## src/rtl/tdc_frame_tx.sv

```systemverilog
// Pulse-width TDC: counts synchronised `stop` high time, then ships the latched result LSB byte first via STT/EOT.
// Optional macro TDC_FRAME_HEADER_EN prepends a header byte (0xA4 | ovf) to each frame.
module tdc_frame_tx #(
  parameter int CNT_W       = 16,
  parameter int SYNC_STAGES = 2
) (
  input  logic             clk,
  input  logic             reset,
  input  logic             stop,
  input  logic             tx_eot,
  output logic [7:0]       tx_data,
  output logic             tx_stt,
  output logic [CNT_W-1:0] dato,
  output logic             ovf,
  output logic             busy,
  output logic             done
);

  localparam int NBYTES = CNT_W / 8;
`ifdef TDC_FRAME_HEADER_EN
  localparam int HDR = 1;
`else
  localparam int HDR = 0;
`endif
  localparam int NFRAME = NBYTES + HDR;
  localparam logic [2:0] LAST = 3'(NFRAME - 1);

  typedef enum logic [1:0] {
    S_IDLE,
    S_COUNT,
    S_SEND,
    S_WAIT_EOT
  } state_t;

  state_t                 r_state;
  logic [SYNC_STAGES-1:0] r_sync;
  logic                   r_sd;
  logic [CNT_W-1:0]       r_cnt;
  logic                   r_sat;
  logic [2:0]             r_idx;

  logic       w_s;
  logic       w_rise;
  logic [2:0] w_sel;
  logic [7:0] w_byte;

  assign w_s    = r_sync[SYNC_STAGES-1];
  assign w_rise = w_s & ~r_sd;
  assign busy   = (r_state != S_IDLE);

  // Frame slot -> byte: slot 0 is the header when enabled, payload slots map LSB byte first.
  always_comb begin
    w_sel  = r_idx - 3'(HDR);
    w_byte = 8'(dato >> {w_sel, 3'b000});
`ifdef TDC_FRAME_HEADER_EN
    if (r_idx == 3'd0) w_byte = 8'hA4 | {7'b0, ovf};
`endif
  end

  always_ff @(posedge clk or posedge reset) begin
    if (reset) begin
      r_state <= S_IDLE;
      r_sync  <= '0;
      r_sd    <= 1'b0;
      r_cnt   <= '0;
      r_sat   <= 1'b0;
      r_idx   <= '0;
      tx_data <= '0;
      tx_stt  <= 1'b0;
      dato    <= '0;
      ovf     <= 1'b0;
      done    <= 1'b0;
    end else begin
      r_sync <= {r_sync[SYNC_STAGES-2:0], stop};
      r_sd   <= w_s;
      tx_stt <= 1'b0;
      done   <= 1'b0;
      case (r_state)
        S_IDLE: begin
          if (w_rise) begin
            r_cnt   <= CNT_W'(1);
            r_sat   <= 1'b0;
            r_state <= S_COUNT;
          end
        end
        S_COUNT: begin
          if (w_s) begin
            // Saturate at all-ones; the flag records any increment attempted there.
            if (&r_cnt) r_sat <= 1'b1;
            else        r_cnt <= r_cnt + CNT_W'(1);
          end else begin
            dato    <= r_cnt;
            ovf     <= r_sat;
            r_idx   <= '0;
            r_state <= S_SEND;
          end
        end
        S_SEND: begin
          tx_data <= w_byte;
          tx_stt  <= 1'b1;
          r_state <= S_WAIT_EOT;
        end
        S_WAIT_EOT: begin
          if (tx_eot) begin
            if (r_idx == LAST) begin
              done    <= 1'b1;
              r_state <= S_IDLE;
            end else begin
              r_idx   <= r_idx + 3'd1;
              r_state <= S_SEND;
            end
          end
        end
        default: r_state <= S_IDLE;
      endcase
    end
  end

endmodule

```

## config.mk

```make
export PLATFORM = sky130hd
export DESIGN_NAME = tdc_frame_tx
export DESIGN_NICKNAME = d
export VERILOG_FILES = /design/src/rtl/tdc_frame_tx.sv
export SDC_FILE = /design/constraint.sdc
export NUM_CORES = 1
export LEC_CHECK = 0
export CAP_MARGIN = 5
export CORE_MARGIN = 2
export CORE_UTILIZATION = 49
export DETAILED_ROUTE_END_ITERATION = 7
export PLACE_DENSITY = 0.74
export SLEW_MARGIN = 30
export SYNTH_ARGS = -nofsm -noshare
export SYNTH_HDL_FRONTEND = slang
export SYNTH_SLANG_ARGS = --single-unit
```

## constraint.sdc

```tcl
create_clock -name clk -period 1.7 [get_ports clk]
set_input_delay 0.255 -clock clk [delete_from_list [all_inputs] [get_ports clk]]
set_output_delay 0.255 -clock clk [all_outputs]
set_load 0.05 [all_outputs]
```

==> results of run 1 <==
==> kinds of logic (layout without fill, tap and decap cells) <==
family | Yosys count | after routing
muxes | 31 | 31
xor gates and xnor gates | 1 | 1
buffers and inverters | 22 | 91
AOI/OAI and AO/OA | 42 | 42
DFF | 52 | 52
adders and majority gates | 3 | 3
and+or+nand+nor | 72 | 72
==> critical path: stages (launching register included) <==
cell,delay [ns]
dfrtp_1,0.37
ha_2,0.21
nand3_2,0.12
nor4_4,0.28
buf_4,0.20
buf_4,0.15
nor4_1,0.07
a221o_1,0.29
==> power groups by stage <==
stage / logic [mW] / clock network (mW) / registers [mW]
floorplan: 0.674 / 0 / 1.74
global placement: 1.40 / 0 / 1.50
detailed placement: 1.41 / 0 / 1.51
CTS: 1.43 / 0.868 / 1.49
global route: 1.59 / 0.915 / 1.51
finish: 1.46 / 0.853 / 1.49
==> per-layer routing <==
metal  vias to the layer above  part of all wire (%)  routed length, um
met5                         -                     0                  0
met4                         0                   1.7                101
met3                        10                   5.0                294
met2                        69                    48               2800
met1                       977                    45               2640
li1                        943                     -                  -
==> Yosys cell counts, drive strengths merged <==
cell type  number
nand3b          1
or3             4
nand3           7
o211ai          1
nand4           5
a21oi           4
nor3            7
a21o            2
clkbuf          3
xnor2           1
inv            12
and4            1
mux2i          13
dfrtp          52
o21a            2
mux2           18
nor2b           1
a211o           1
o22a            3
nor3b           2
a221o           3
nand2          21
nor2            9
nor4            6
o21ai          15
and3            2
a211oi          2
a22o            2
ha              3
or2             1
o311ai          1
buf             7
o31ai           6
or4             4
nand2b          1
==> registers in the layout (all words and copies together) (netlist names) <==
signal and cells:
done 1, r_sd 1, r_cnt 16, ovf 1, dato 16, tx_stt 1, r_sync 2, tx_data 8
r_state 2, r_idx 3, r_sat 1
==> metrics by stage <==
step | area [um^2] | hold WS [ns] | power [mW]
6_report | 3240 | 0.305 | 3.81
2_1_floorplan | 2470 | 0.286 | 2.41
3_3_place_gp | 3060 | 0.334 | 2.90
5_1_grt | 3240 | 0.342 | 4.01
4_1_cts | 3190 | 0.311 | 3.79
3_5_place_dp | 3060 | 0.340 | 2.92
==> timing repair <==
action                                 4_1_cts  5_1_grt
endpoints found under the hold margin        0        0
setup buffers                                0        3
setup endpoints to repair                   12       16
resized for setup                            5        9
pin swaps                                    1        3
==> final timing paths <==
check	startpoint	end	slack [ns]	depth (start not counted)
setup reg to reg	r_cnt[0]	r_cnt[11]	-0.11	7
min in group clk	r_sync[0]	r_sync[1]	0.36	0
hold reg to reg	r_sync[0]	r_sync[1]	0.36	0
max in group asynchronous	reset	r_cnt[2]	1.15	3
setup / recovery	r_cnt[0]	r_cnt[11]	-0.11	7
hold / removal	reset	dato[4]	0.30	3
==> final cells by class <==
| class | count | area, um^2 |
|---|---|---|
| clock buffer | 5 | 68.8 |
| timing repair buffer | 71 | 587 |
| clock inverter | 3 | 42.5 |
| tap | 67 | 83.8 |
| sequential | 52 | 1300 |
| multi-input combinational | 149 | 1110 |
| fill | 366 | 1540 |
| inverter | 12 | 45.0 |
==> impl_metrics.json, run 1 <==
{
  "synth_nets": 230,
  "routabilityCongestion": 0.887,
  "status": "finished, violations left",
  "die_h_um": 75.0,
  "ys_warn_count": 0,
  "place_ws_ns": -0.0575,
  "layout_common_cells": "buf_4 (63), dfrtp_1 (50), nand2_1 (21)",
  "drtIter0Drc": 150,
  "layout-drive-gt1-share_pct": 36.6,
  "power.net_switching_mw": 1.38,
  "core_area_um2": 4790,
  "cap_violations": 0,
  "synthTopCellsByArea": "dfrtp_1 (53%), mux2_2 (8.2%), mux2i_1 (5.3%)",
  "met2_usage_pct": 33.0,
  "use_met3_pct": 3.61,
  "worst_slack_ns": -0.110,
  "p_seq_share_pct": 39.1,
  "grt_max_degree": 53,
  "wire_per_inst_um": 16.3,
  "clock_sinks": 52,
  "antenna_cells": 0,
  "p_leak_nw": 1.54,
  "hp-class": "in -> async",
  "end_kind": "flop",
  "drv_slew": 0,
  "clock_path_buffers": 2,
  "pwr-share-comb_pct": 38.5,
  "synth_cells": 223,
  "yosys.area_share.adder_pct": 1.52,
  "io_buffers": 31,
  "timing_worst_setup_path_type": "reg -> reg",
  "cts_buffers": 5,
  "synth_xor_area_share_pct": 0.354,
  "place_inst": 348,
  "power_density_nw_per_um2": 1170,
  "yosysUniqueCellTypes": 40,
  "layout_commonest_cell": "buf_4",
  "clock_skew_ns": 0.0115,
  "max_freq_mhz": 552,
  "ys_ff_latch": 52,
  "syn_area_um2": 2470,
  "synthDominantCellAreaShare_pct": 52.7,
  "io_pins": 32,
  "vias": 1999,
  "p_sw_share_pct": 36.3,
  "setup_viol": 4,
  "tritoncts": "done",
  "drt_pass1_iterations": 4,
  "rsz0062_at_grt": "yes",
  "clkTransAtPathRegs_ns": 0.10,
  "antenna_found_initial": 0,
  "busiest_layer": "met2",
  "viasPerCell": 5.57,
  "p_int_mw": 2.43,
  "fin_crit_sh_pct": 106,
  "drc": 0,
  "arrival_ns": 2.01,
  "synth.area.mux_share_pct": 13.5,
  "root_buffer": "clkbuf_8",
  "slew_headroom_pct": 66.7,
  "peakVddDrop_mv": 0.539,
  "synth_top_family_by_area": "simple AND/OR/NAND/NOR gates",
  "dp_hpwl_um": 3980,
  "cts_hold_buf": 0,
  "grt_pass1_wl_um": 9120,
  "critPathMaxFanout": 6,
  "first_global_vias": 1831,
  "hold_violations": 0,
  "synth_compound_area_share_pct": 11.5,
  "startpoint_type": "flop",
  "seq_area_frac_synth_pct": 52.7,
  "die_w_um": 75.0,
  "overflow": 0,
  "clkPwrFrac_pct": 22.4,
  "fin_util_pct": 67.8,
  "min_period_ns": 1.81,
  "met1_usage_pct": 31.3,
  "syn2layout_area_growth_pct": 31.2,
  "worst_pin_slew_ns": 0.499,
  "nets": 298,
  "synth_area_leader_cell": "dfrtp_1",
  "violations": "negative setup slack",
  "die-area_um2": 5630,
  "grt.total_usage_pct": 21.6,
  "stdcell_count": 359,
  "totalWireLength_um": 5840,
  "syn_area_per_cell_um2": 11.1,
  "worstPathRequired_ns": 1.90,
  "setup_tns_ns": -0.173,
  "rows": 25,
  "postRouteAntennaNets": 0,
  "cts-htree-levels": 2,
  "synth-simple-area-share_pct": 16.6,
  "initial_utilization_pct": 51.6,
  "clkLatencyLatePin_ns": 0.31
}
Power figures use the tool's default switching activity.
==> run 2: changes to the inputs <==
--- a/config.mk
+++ b/config.mk
@@ -9,8 +9,9 @@
 export CORE_MARGIN = 2
 export CORE_UTILIZATION = 49
 export DETAILED_ROUTE_END_ITERATION = 7
+export GPL_TIMING_DRIVEN = 0
 export PLACE_DENSITY = 0.74
-export SLEW_MARGIN = 30
+export SLEW_MARGIN = 10
 export SYNTH_ARGS = -nofsm -noshare
 export SYNTH_HDL_FRONTEND = slang
 export SYNTH_SLANG_ARGS = --single-unit
==> run 2 against run 1 <==
The run still ends with negative setup slack left. Largest cell class unchanged. Count of clock-buffer cells in the layout rose by 3. Global-route usage fell by 0.49 points. Via count did not move.
==> impl_metrics.json, run 2 (same netlist as run 1, synthesis figures left out) <==
{
  "status": "finished, violations left",
  "violations": "negative setup slack",
  "r2r-start": "r_state[0]",
  "clock_skew_ns": 0.00754,
  "overflow": 0,
  "grt_pass1_wl_um": 8920,
  "rows": 25,
  "slowest_delay_ns": 0.43,
  "postRouteAntennaNets": 0,
  "drtIter0Drc": 107,
  "power_density_nw_per_um2": 1150,
  "root_buffer": "clkbuf_8",
  "clock_sinks": 52,
  "fin_crit_sh_pct": 101,
  "hold_violations": 0,
  "cts-htree-levels": 2,
  "syn2layout_area_growth_pct": 34.7,
  "viasPerCell": 5.52,
  "antenna_found_initial": 0,
  "routabilityCongestion": 0.821,
  "grt_max_degree": 31,
  "timing_worst_setup_path_type": "reg -> reg",
  "worst_slack_ns": -0.0164,
  "peakVddDrop_mv": 0.652,
  "startpoint_type": "flop",
  "tritoncts": "done",
  "multi_input_area_um2": 1160,
  "seqCellArea_um2": 1320,
  "worst_hold_slack_ns": 0.292,
  "drc": 0,
  "cts_buffers": 5,
  "reg_top3": "dato x16, r_cnt x16, tx_data x8",
  "n_fill_cell": 354,
  "nets": 301,
  "min_period_ns": 1.72,
  "clkLatencyLatePin_ns": 0.31,
  "vias": 1999,
  "io_pins": 32,
  "end_kind": "flop",
  "hp-class": "in -> async",
  "worst_pin_slew_ns": 0.656,
  "setup_viol": 3,
  "critPathMaxFanout": 6,
  "stdcell_count": 362,
  "worstPathRequired_ns": 1.89,
  "cts_hold_buf": 0,
  "cap_violations": 0,
  "die-area_um2": 5630,
  "antenna_cells": 0,
  "crit_path_top_delay_cell": "dfrtp_2",
  "dp_hpwl_um": 3630,
  "clkTransAtPathRegs_ns": 0.09,
  "layout_common_cells": "dfrtp_1 (40), buf_4 (33), dlygate4sd2_1 (26)",
  "drv_slew": 0,
  "die_h_um": 75.0,
  "grt.total_usage_pct": 21.2,
  "totalWireLength_um": 5640,
  "io_buffers": 31,
  "wire_per_inst_um": 15.6,
  "initial_utilization_pct": 51.6,
  "max_freq_mhz": 583,
  "arrival_ns": 1.91,
  "cp-startpoint": "r_state[0]",
  "die_w_um": 75.0,
  "clock_path_buffers": 2,
  "crit_path_cell_trace": "clkinvlp_4 > a211o_4 > o21a_1 > buf_6 > a221o_1",
  "slew_headroom_pct": 56.3,
  "finalPower_mw": 3.82,
  "layout-drive-gt1-share_pct": 32.5,
  "first_global_vias": 1857,
  "rsz0062_at_grt": "yes",
  "p_leak_nw": 1.60,
  "layout_commonest_cell": "dfrtp_1",
  "setup_tns_ns": -0.0320,
  "drt_pass1_iterations": 4,
  "place_inst": 322,
  "core_area_um2": 4790
}
## run 2: changes by cell type in the layout (fill, tap and decap cells not counted), moves of 3 or more
cell           previous run  this run
dlygate4sd2_1             0        26
clkbuf_1                  0         3
dfrtp_2                   2        12
clkbuf_4                  0         3
buf_4                    63        33
dfrtp_1                  50        40
## run 2: report_power, final
| part | total (mW) | internal [mW] | switching [mW] |
|---|---|---|---|
| sequential | 1.55 | 1.39 | 0.152 |
| clock | 0.724 | 0.333 | 0.391 |
| combinational | 1.55 | 0.679 | 0.870 |
| total | 3.82 | 2.41 | 1.41 |
## run 2: path summary, 6_finish.rpt
path,endpoint,slack (ns),cells after the start
worst max-delay path,r_cnt[7],-0.02,5
worst min-delay path,tx_data[6],0.29,2
worst max register to register,r_cnt[7],-0.02,5
worst min register to register,r_sync[1],0.35,0
max in group asynchronous,r_cnt[9],0.85,3
min in group clk,r_sync[1],0.35,0
## run 2: critical path, delay by kind of cell, from the launching register on
kind | cells | cell delay, ns
compound gates | 3 | 0.88
flops | 1 | 0.43
buf+inv | 2 | 0.30
## run 2: layout make-up
type | count | area share (%)
sequential | 52 | 39.5
clock buffer | 8 | 2.71
buffer | 8 | 1.73
tap | 67 | 2.52
multi-input combinational | 149 | 34.9
timing repair buffer | 66 | 17.1
inverter | 12 | 1.47
## run 2: timing repair
item / 4_1_cts / 5_1_grt
gates resized for setup: 46 / 21
endpoints found under the setup margin: 59 / 29
pin swaps: 6 / 10
setup buffers: 11 / 23
## run 2: through the flow
step / utilization (%) / setup slack (ns) / instance area (um^2)
finish: 69.6 / -0.0164 / 3330
global route: 69.6 / -0.0945 / 3330
CTS: 64.6 / -0.0509 / 3090
detailed placement: 60.3 / -0.370 / 2890
global placement: 59.9 / -0.790 / 2870
floorplan: - / -0.162 / 2470
## run 2: metal layers
| layer | up-vias | wire length, um | global-route usage, % |
|---|---|---|---|
| li1 | 956 | - | - |
| met4 | 0 | 79 | 8.93 |
| met1 | 996 | 2640 | 29.6 |
| met3 | 6 | 163 | 3.88 |
| met5 | - | 0 | 0 |
| met2 | 41 | 2760 | 32.5 |
==> run 3: changes to the inputs <==
--- a/config.mk
+++ b/config.mk
@@ -6,7 +6,6 @@
 export NUM_CORES = 1
 export LEC_CHECK = 0
 export CAP_MARGIN = 5
-export CORE_MARGIN = 2
 export CORE_UTILIZATION = 49
 export DETAILED_ROUTE_END_ITERATION = 7
 export GPL_TIMING_DRIVEN = 0
==> run 3 against run 2 <==
The flow still finishes with violations (negative setup slack). Via count is 3.2% higher. Sequential share of layout area shrank 0.27 points. Worst hold slack improved by 0.021 ns. Critical endpoint unchanged. Highest routed layer unchanged. Clock power fell by 9.1%.
==> impl_metrics.json, run 3 (same netlist as run 1, synthesis figures left out) <==
{
  "totalWireLength_um": 6240,
  "worstPathRequired_ns": 1.88,
  "min_period_ns": 1.79,
  "die-area_um2": 5330,
  "hold_violations": 0,
  "cts-htree-levels": 2,
  "layout_common_cells": "dfrtp_1 (41), buf_4 (37), dlygate4sd2_1 (25)",
  "grt_pass1_wl_um": 9040,
  "dp_hpwl_um": 3650,
  "io_buffers": 31,
  "startpoint_type": "flop",
  "routabilityCongestion": 0.852,
  "die_h_um": 73.0,
  "end_kind": "flop",
  "first_global_vias": 1850,
  "n_fill_cell": 350,
  "clock_skew_ns": 0.0104,
  "clkLatencyLatePin_ns": 0.30,
  "place_ws_ns": -0.355,
  "worstReg2RegEnd": "r_cnt[7]",
  "slew_headroom_pct": 56.5,
  "cts_hold_buf": 0,
  "status": "finished, violations left",
  "rr_worst_depth": 5,
  "cts_buffers": 5,
  "drv_slew": 0,
  "peakVddDrop_mv": 0.586,
  "cap_violations": 0,
  "crit_path_cell_trace": "clkinvlp_4 > a211o_4 > o21a_1 > buf_6 > a221o_1",
  "tritoncts": "done",
  "initial_utilization_pct": 51.6,
  "slowest_delay_ns": 0.43,
  "max_freq_mhz": 559,
  "clock_path_buffers": 2,
  "nets": 304,
  "finalPower_mw": 3.68,
  "setup_viol": 9,
  "drc": 0,
  "power_density_nw_per_um2": 1100,
  "crit_buf_inv": 2,
  "grt_max_degree": 34,
  "critPathMaxFanout": 6,
  "grt.total_usage_pct": 22.6,
  "root_buffer": "clkbuf_8",
  "violations": "negative setup slack",
  "rows": 25,
  "wire_per_inst_um": 17.1,
  "worst_slack_ns": -0.0876,
  "antenna_cells": 0,
  "vias": 2063,
  "io_pins": 32,
  "arrival_ns": 1.97,
  "worst_pin_slew_ns": 0.653,
  "clock_sinks": 52,
  "syn2layout_area_growth_pct": 35.5,
  "die_w_um": 73.0,
  "layout_commonest_cell": "dfrtp_1",
  "r2r-start": "r_state[0]",
  "reg_top3": "dato x16, r_cnt x16, tx_data x8",
  "crit_path_top_delay_cell": "dfrtp_2",
  "drtIter0Drc": 156,
  "r2r_setup_slack_ns": -0.09,
  "multi_input_area_um2": 1160,
  "rsz0062_at_grt": "yes",
  "p_leak_nw": 1.63,
  "overflow": 0,
  "postRouteAntennaNets": 0,
  "antenna_found_initial": 0,
  "hp-class": "in -> async",
  "seqCellArea_um2": 1320,
  "fin_crit_sh_pct": 105,
  "clkTransAtPathRegs_ns": 0.09,
  "drt_pass1_iterations": 4,
  "timing_worst_setup_path_type": "reg -> reg",
  "layout-drive-gt1-share_pct": 33.0,
  "crit_family": "compound AO/OA/AOI/OAI gates",
  "viasPerCell": 5.67,
  "core_area_um2": 4790
}
## run 3: cell count changes in the layout (fill, tap and decap cells not counted), sizes merged
cell / before / now
clkinv: 0 / 1
dlymetal6s2s: 2 / 3
buf: 38 / 43
clkbuf: 13 / 9
dlygate4sd2: 26 / 25
## run 3: report_power, final
part	switching (mW)	internal, mW	leakage [nW]
sequential	0.147	1.39	0.683
clock	0.377	0.281	0.0410
combinational	0.854	0.624	0.901
## run 3: final cells by class
cell class / count / area share [%]
multi-input cells: 149 / 34.7
flip-flops and latches: 52 / 39.3
repair buffers: 69 / 17.9
well taps: 67 / 2.50
clock inverters: 1 / 0.149
plain buffers: 8 / 1.79
inverters: 12 / 1.46
clock buffers: 6 / 2.17
## run 3: repair_timing
item	CTS	global route
setup endpoints to repair	58	29
pin swaps	9	10
setup buffers	17	20
endpoints found under the hold margin	0	0
resized for setup	48	19
## run 3: per-layer routing
metal  GRT usage, %  vias up  routed length [um]
met1           30.8     1007                2710
met5              0        -                   0
met4           10.9        0                 219
li1               -      961                   -
met2           34.3       74                3050
met3           4.83       21                 250
## run 3: worst register-to-register path, delay by kind of cell, from the launching register on
| family | cells | cell delay, ns |
|---|---|---|
| AO/OA/AOI/OAI | 3 | 0.91 |
| buffers and inverters | 2 | 0.32 |
| flip-flops | 1 | 0.43 |
## run 3: worst max path at each step
stage	startpoint	end	slack [ns]	cells after the start
final	r_state[0]	r_cnt[7]	-0.09	5
after global routing	r_state[0]	r_cnt[7]	-0.14	5
after CTS	r_state[0]	r_cnt[7]	-0.05	5
after detailed placement	r_cnt[0]	r_cnt[12]	-0.36	6
after global placement	reset	r_sync[0]	-0.77	2
after floorplan	r_state[0]	r_cnt[11]	-0.16	6
## run 3: through the flow
| stage | setup TNS [ns] | hold slack (ns) | instance area, um^2 | instances | utilization, % |
|---|---|---|---|---|---|
| finish | -0.301 | 0.312 | 3350 | 364 | 70.0 |
| global route | -1.21 | 0.349 | 3350 | 364 | 70.0 |
| CTS | -0.154 | 0.289 | 3130 | 345 | 65.5 |
| detailed placement | -6.37 | 0.336 | 2890 | 322 | 60.3 |
| global placement | -45.48 | 0.333 | 2870 | 321 | 59.9 |
| floorplan | -0.529 | 0.286 | 2470 | 223 | - |
